[src/rtl/tot_hit_buffer_if.sv]
// Hit-capture and readout signal bundle for tot_hit_buffer.
// The master side is the encoder/consumer environment; the slave side is the buffer.
interface tot_hit_buffer_if #(
  parameter int DEPTH = 8,
  parameter int TAG_W = 4
);
  localparam int CNT_W = $clog2(DEPTH) + 1;

  logic             hit_valid;
  logic [2:0]       coarse_phase;
  logic [5:0]       fine_phase;
  logic             error_flag;
  logic             drop_errors;
  logic             out_ready;
  logic             out_valid;
  logic [TAG_W+9:0] out_data;
  logic [CNT_W-1:0] fifo_count;
  logic [7:0]       ovf_cnt;
  logic [7:0]       err_cnt;

  modport master (
    output hit_valid, coarse_phase, fine_phase, error_flag, drop_errors, out_ready,
    input  out_valid, out_data, fifo_count, ovf_cnt, err_cnt
  );

  modport slave (
    input  hit_valid, coarse_phase, fine_phase, error_flag, drop_errors, out_ready,
    output out_valid, out_data, fifo_count, ovf_cnt, err_cnt
  );
endinterface

[src/rtl/tot_hit_buffer.sv]
// Captures TOT encoder hits, tags them with a rolling sequence number and buffers
// them in a first-word-fall-through FIFO drained by valid/ready, counting lost hits.
module tot_hit_buffer #(
  parameter int DEPTH = 8,
  parameter int TAG_W = 4
) (
  input  logic            clk,
  input  logic            reset,
  tot_hit_buffer_if.slave bus
);
  localparam int PTR_W  = $clog2(DEPTH);
  localparam int CNT_W  = PTR_W + 1;
  localparam int WORD_W = TAG_W + 10;
  localparam int ERR_BIT = 9;
  localparam logic [CNT_W-1:0] FULL_COUNT = CNT_W'(DEPTH);

  typedef logic [WORD_W-1:0] word_t;

  logic [TAG_W-1:0] r_tag;
  logic             r_cap_v;
  word_t            r_cap_word;
  word_t            r_mem [DEPTH];
  logic [PTR_W-1:0] r_wr_ptr;
  logic [PTR_W-1:0] r_rd_ptr;
  logic [CNT_W-1:0] r_count;
  logic [7:0]       r_ovf_cnt;
  logic [7:0]       r_err_cnt;

  logic w_out_valid;
  logic w_full;
  logic w_pop;
  logic w_drop_err;
  logic w_push;
  logic w_ovf;

  assign w_out_valid = (r_count != '0);
  assign w_full      = (r_count == FULL_COUNT);
  assign w_pop       = w_out_valid && bus.out_ready;

  // drop_errors is looked at when the captured word is written, not when it was captured.
  assign w_drop_err = r_cap_v && bus.drop_errors && r_cap_word[ERR_BIT];
  assign w_push     = r_cap_v && !w_drop_err && (!w_full || w_pop);
  assign w_ovf      = r_cap_v && !w_drop_err && w_full && !w_pop;

  // Stage 1: the tag advances on every strobe, so dropped hits leave a visible gap.
  always_ff @(posedge clk) begin
    if (reset) begin
      // NOTE: sequential state is always updated with <= so every register
      // samples the pre-edge value of its neighbours, independent of block order.
      r_tag      <= '0;
      r_cap_v    <= 1'b0;
      r_cap_word <= '0;
    end else begin
      r_cap_v <= bus.hit_valid;
      if (bus.hit_valid) begin
        r_cap_word <= {r_tag, bus.error_flag, bus.coarse_phase, bus.fine_phase};
        r_tag      <= r_tag + 1'b1;
      end
    end
  end

  // NOTE: the storage array has no reset; pointers and count define which words
  // are live, and out_data is masked to zero while the FIFO is empty.
  always_ff @(posedge clk) begin
    if (w_push) begin
      r_mem[r_wr_ptr] <= r_cap_word;
    end
  end

  always_ff @(posedge clk) begin
    if (reset) begin
      r_wr_ptr  <= '0;
      r_rd_ptr  <= '0;
      r_count   <= '0;
      r_ovf_cnt <= '0;
      r_err_cnt <= '0;
    end else begin
      if (w_push) begin
        r_wr_ptr <= r_wr_ptr + 1'b1;
      end
      if (w_pop) begin
        r_rd_ptr <= r_rd_ptr + 1'b1;
      end
      case ({w_push, w_pop})
        2'b10:   r_count <= r_count + 1'b1;
        2'b01:   r_count <= r_count - 1'b1;
        default: r_count <= r_count;
      endcase
      if (w_ovf && (r_ovf_cnt != 8'hFF)) begin
        r_ovf_cnt <= r_ovf_cnt + 8'd1;
      end
      if (w_drop_err && (r_err_cnt != 8'hFF)) begin
        r_err_cnt <= r_err_cnt + 8'd1;
      end
    end
  end

  assign bus.out_valid  = w_out_valid;
  assign bus.out_data   = w_out_valid ? r_mem[r_rd_ptr] : '0;
  assign bus.fifo_count = r_count;
  assign bus.ovf_cnt    = r_ovf_cnt;
  assign bus.err_cnt    = r_err_cnt;

endmodule

[src/flat_wrapper.sv]
// flat-port wrapper written by rule: the top's interface ports become plain ports
module tot_hit_buffer_flat 
#(
  parameter int DEPTH = 8,
  parameter int TAG_W = 4
)
  (clk, reset, bus_hit_valid, bus_coarse_phase, bus_fine_phase, bus_error_flag, bus_drop_errors, bus_out_ready, bus_out_valid, bus_out_data, bus_fifo_count, bus_ovf_cnt, bus_err_cnt);
  tot_hit_buffer_if #(.DEPTH(DEPTH), .TAG_W(TAG_W)) bus_i ();
  input  logic clk;
  input  logic reset;
  input wire logic [$bits(bus_i.hit_valid)-1:0] bus_hit_valid;
  input wire logic [$bits(bus_i.coarse_phase)-1:0] bus_coarse_phase;
  input wire logic [$bits(bus_i.fine_phase)-1:0] bus_fine_phase;
  input wire logic [$bits(bus_i.error_flag)-1:0] bus_error_flag;
  input wire logic [$bits(bus_i.drop_errors)-1:0] bus_drop_errors;
  input wire logic [$bits(bus_i.out_ready)-1:0] bus_out_ready;
  output wire logic [$bits(bus_i.out_valid)-1:0] bus_out_valid;
  output wire logic [$bits(bus_i.out_data)-1:0] bus_out_data;
  output wire logic [$bits(bus_i.fifo_count)-1:0] bus_fifo_count;
  output wire logic [$bits(bus_i.ovf_cnt)-1:0] bus_ovf_cnt;
  output wire logic [$bits(bus_i.err_cnt)-1:0] bus_err_cnt;
  assign bus_i.hit_valid = bus_hit_valid;
  assign bus_i.coarse_phase = bus_coarse_phase;
  assign bus_i.fine_phase = bus_fine_phase;
  assign bus_i.error_flag = bus_error_flag;
  assign bus_i.drop_errors = bus_drop_errors;
  assign bus_i.out_ready = bus_out_ready;
  assign bus_out_valid = bus_i.out_valid;
  assign bus_out_data = bus_i.out_data;
  assign bus_fifo_count = bus_i.fifo_count;
  assign bus_ovf_cnt = bus_i.ovf_cnt;
  assign bus_err_cnt = bus_i.err_cnt;
  tot_hit_buffer #(.DEPTH(DEPTH), .TAG_W(TAG_W)) u_core (.clk(clk), .reset(reset), .bus(bus_i));
endmodule
[config.mk]
export PLATFORM = sky130hd
export DESIGN_NAME = tot_hit_buffer_flat
export DESIGN_NICKNAME = d
export VERILOG_FILES = /design/src/rtl/tot_hit_buffer_if.sv /design/src/rtl/tot_hit_buffer.sv /design/src/flat_wrapper.sv
export SDC_FILE = /design/constraint.sdc
export NUM_CORES = 1
export LEC_CHECK = 0
export ABC_CLOCK_PERIOD_IN_PS = 3500
export CAP_MARGIN = 40
export CORE_MARGIN = 2
export CORE_UTILIZATION = 50
export CTS_CLUSTER_DIAMETER = 150
export DETAILED_ROUTE_END_ITERATION = 8
export HOLD_SLACK_MARGIN = 0.08
export PLACE_DENSITY = 0.81
export SLEW_MARGIN = 20
export SYNTH_ARGS = -nofsm -noshare
export SYNTH_HDL_FRONTEND = slang
export SYNTH_SLANG_ARGS = --single-unit
[constraint.sdc]
create_clock -name clk -period 3.5 [get_ports clk]
set_clock_uncertainty 0.05 [all_clocks]
set_input_delay 0.7 -clock clk [delete_from_list [all_inputs] [get_ports clk]]
set_output_delay 0.7 -clock clk [all_outputs]
set_load 0.05 [all_outputs]
==> flow_summary_export.csv <==
group,metric,value,unit
critical_path,r2r_slack,0.98,ns
worst_hold_path,worstHoldPathType,"flip-flop to flip-flop",
critical_path,crit_chain,"buf_12 -> mux4_2 -> mux2i_1 -> nor2_1 -> clkdlybuf4s50_1",
route,dr.pass1.iters,5,
yosys,postSynthCellCount,415,
timing,hold_viol,0,
timing,worstMarginPinSlew,0.528,ns
placement,place_area,7240,um2
clock_network,clock_path_buffers,2,
clock_network,ctsResizeCount,0,
global_route,antenna_found_initial,0,
cells_and_area,syn2layout_area_growth,21.7,%
route,finalWirelength,12400,um
critical_path,crit_arrival,2.57,ns
outcome,status,"complete, no violations",
cells_and_area,final.fill_count,934,
route,antenna_left,0,
timing,setup_viol,0,
timing,setup_slack,0.178,ns
pwr,power_leakage,2.65,nW
cells_and_area,design_area,7860,um2
clock_network,cts_root_buf,"clkbuf_16",
job,cap_violations,0,
cells_and_area,drive_gt1_frac,0.190,
cells_and_area,multi_input_area,2050,um2
cells_and_area,mostFrequentLayoutCells,"edfxtp_1 (112), nor2_1 (51), clkdlybuf4s50_1 (49)",
floorplanning,num_io_pins,50,
global_route,gr-usage-met1,0.237,
critical_path,timing.rr.start,"u_core.bus.fifo_count[3]$_SDFFE_PP0P_",
global_route,grt_pass1_vias,3815,
yosys,syn_nets,436,
cells_and_area,final_nets,503,
pwr,p_per_area,703,nW/um2
timing,finalCritPeriodShare,0.949,
yosys,ys_seq_elements,160,
placement,gp_congestion,0.757,
floorplanning,coreArea,12600,um2
worst_hold_path,hold_depth,2,
critical_path,reg2reg_depth,8,
placement,dp_hpwl,7830,um
clock_network,cts-buffers-inserted,17,
global_route,use_met3,0.0688,
floorplanning,die_w,118,um
route,num_vias,3744,
cells_and_area,seqCellArea,4330,um2
critical_path,critPathSlowestCell,"clkdlybuf4s50_1",
cells_and_area,diodes,0,
pwr,peakVddDrop,0.484,mV
clock_network,insertion_delay,0.43,ns
route,initialDrtViolationCount,369,
global_route,use_met2,0.313,
critical_path,start_kind,"flip-flop",
yosys,synth-edff-count,112,
floorplanning,start_util,0.512,
yosys,synth_area_per_cell,15.6,um2
global_route,grt-ovfl-total,0,
pwr,power.total,5.52,mW
floorplanning,dieHeight,118,um
route,viasPerCell,5.61,
global_route,grt_pass1_wl,19800,um
global_route,grt_start_max_net_pins,29,
cells_and_area,layout_commonest_cell,"edfxtp_1",
yosys,synth_area,6460,um2
route,wl_per_cell,18.6,um
route,drc,0,
timing,final_max_slew_viol_count,0,
clock_network,cts.sinks,160,
yosys,yosys.cell_types.count,52,
clock_network,htree_levels,4,
global_route,top_usage_layer,"met2",
timing,relSlewSlack,0.647,
yosys,yosysWarnings,0,
timing,fin_crit,3.32,ns
critical_path,end_kind,"output port",
critical_path,worst-path-max-fanout,28,
placement,place_ws,0.592,ns
critical_path,critPathMaxStageDelay,0.73,ns
clock_network,cts_setup_buffers,0,
timing,holdWs,0.452,ns
floorplanning,fp-row-count,41,
critical_path,critPathKind,"flip-flop to output port",
worst_hold_path,hold_path.startpoint,"u_core.r_rd_ptr[1]$_SDFFE_PP0N_",
timing,fin_setup_tns,0,ns
yosys,synth-main-ff-cell,"edfxtp_1",
timing,rsz0062_at_grt,"false",
global_route,grtUsageTotal,0.190,
timing,fmax,301,MHz
floorplanning,dieArea,13800,um2
critical_path,timing.rr.end,"u_core.bus.fifo_count[2]$_SDFFE_PP0P_",
clock_network,cts_tree,"done",
placement,io_buffers,49,
clock_network,cts_hold_buffers,0,
yosys,postSynth.asyncResetShare,0,
clock_network,clkSlewWorstSetupHoldPaths,0.06,ns
critical_path,cp.required,2.75,ns
yosys,ys_seq_area_frac,0.670,
-- layout make-up --
| cell class | count | share of cell area |
|---|---|---|
| clock buffers | 18 | 0.0546 |
| clock inverters | 14 | 0.0239 |
| inverters | 3 | 0.00143 |
| multi-input cells | 232 | 0.260 |
| flip-flops and latches | 160 | 0.550 |
| well taps | 172 | 0.0274 |
| repair buffers | 68 | 0.0821 |
-- synthesized netlist by cell type, drive strengths merged (2+ instances only) --
master / number / area (um2)
o41ai: 3 / 33.8
o31ai: 5 / 37.5
and4: 2 / 17.5
inv: 3 / 11.3
ha: 6 / 75.1
xnor2: 4 / 35.0
nand2b: 2 / 12.5
nor2: 51 / 191
nand3: 12 / 72.6
nand2: 12 / 45.0
dfxtp: 48 / 961
nor2b: 3 / 18.8
edfxtp: 112 / 3360
nand4: 4 / 25.0
mux2i: 32 / 320
nor3: 8 / 51.3
o21ai: 6 / 33.8
or3: 5 / 36.3
and3: 3 / 18.8
or4: 6 / 45.0
a21boi: 2 / 26.3
clkbuf: 7 / 27.5
a21oi: 14 / 70.1
buf: 13 / 73.8
mux4: 28 / 631
xor2: 8 / 70.1
nor4: 2 / 27.5
-- report_power, final --
part	internal, mW	total (mW)	switching, mW	leakage [nW]
clock network	1.19	1.93	0.735	0.301
registers	2.08	2.16	0.0797	1.44
logic	0.576	1.43	0.859	0.911
-- sequential cells by signal, indices dropped and copies added (netlist names), named ones only --
register and count:
u_core.bus.err_cnt 8, u_core.bus.fifo_count 4, u_core.bus.ovf_cnt 8, u_core.r_cap_v 1, u_core.r_cap_word 14, u_core.r_mem 112, u_core.r_rd_ptr 3, u_core.r_tag 4
u_core.r_wr_ptr 3
-- worst max-delay path: cells and delay by family, from the launching register on --
family        cells  cell delay [ns]
simple gates      1             0.08
mux               2             0.74
flops             1             0.35
buf+inv           2             0.98
-- stage by stage --
step | std cells | util
2_1_floorplan | 415 | -
3_5_place_dp | 635 | 0.574
4_1_cts | 667 | 0.623
3_3_place_gp | 635 | 0.574
6_report | 667 | 0.623
5_1_grt | 667 | 0.623
-- worst max-delay path by stage --
stage | slack [ns] | from | depth (start not counted) | to
2_1_floorplan | 0.44 | u_core.bus.fifo_count[2]$_SDFFE_PP0P_ | 4 | u_core.r_mem[0][0]$_DFFE_PP_
3_3_place_gp | 0.64 | flip-flop | 5 | bus_out_data[10]
6_report | 0.18 | flip-flop | 5 | bus_out_data[12]
5_1_grt | 0.05 | flip-flop | 5 | bus_out_data[12]
3_5_place_dp | 0.59 | bus_drop_errors | 6 | u_core.r_mem[4][8]$_DFFE_PP_
4_1_cts | 0.12 | flip-flop | 5 | bus_out_data[12]
-- per-layer routing --
| layer | part of all wire | vias to the layer above |
|---|---|---|
| met5 | 0 | - |
| met4 | 0.013 | 0 |
| met3 | 0.046 | 16 |
| met2 | 0.51 | 89 |
| met1 | 0.43 | 1893 |
| li1 | - | 1746 |
-- logic make-up (layout without fill, tap and decap cells) --
family / after synthesis / count (layout) / share of synthesized area
and+or+nand+nor: 115 / 115 / 0.0934
muxes: 61 / 61 / 0.149
buffers and inverters: 23 / 103 / 0.0174
DFF: 160 / 160 / 0.670
adders and majority gates: 6 / 6 / 0.0116
AOI/OAI and AO/OA: 38 / 38 / 0.0424
xor gates and xnor gates: 12 / 12 / 0.0163
No activity file was read; power rests on OpenSTA's default activity.
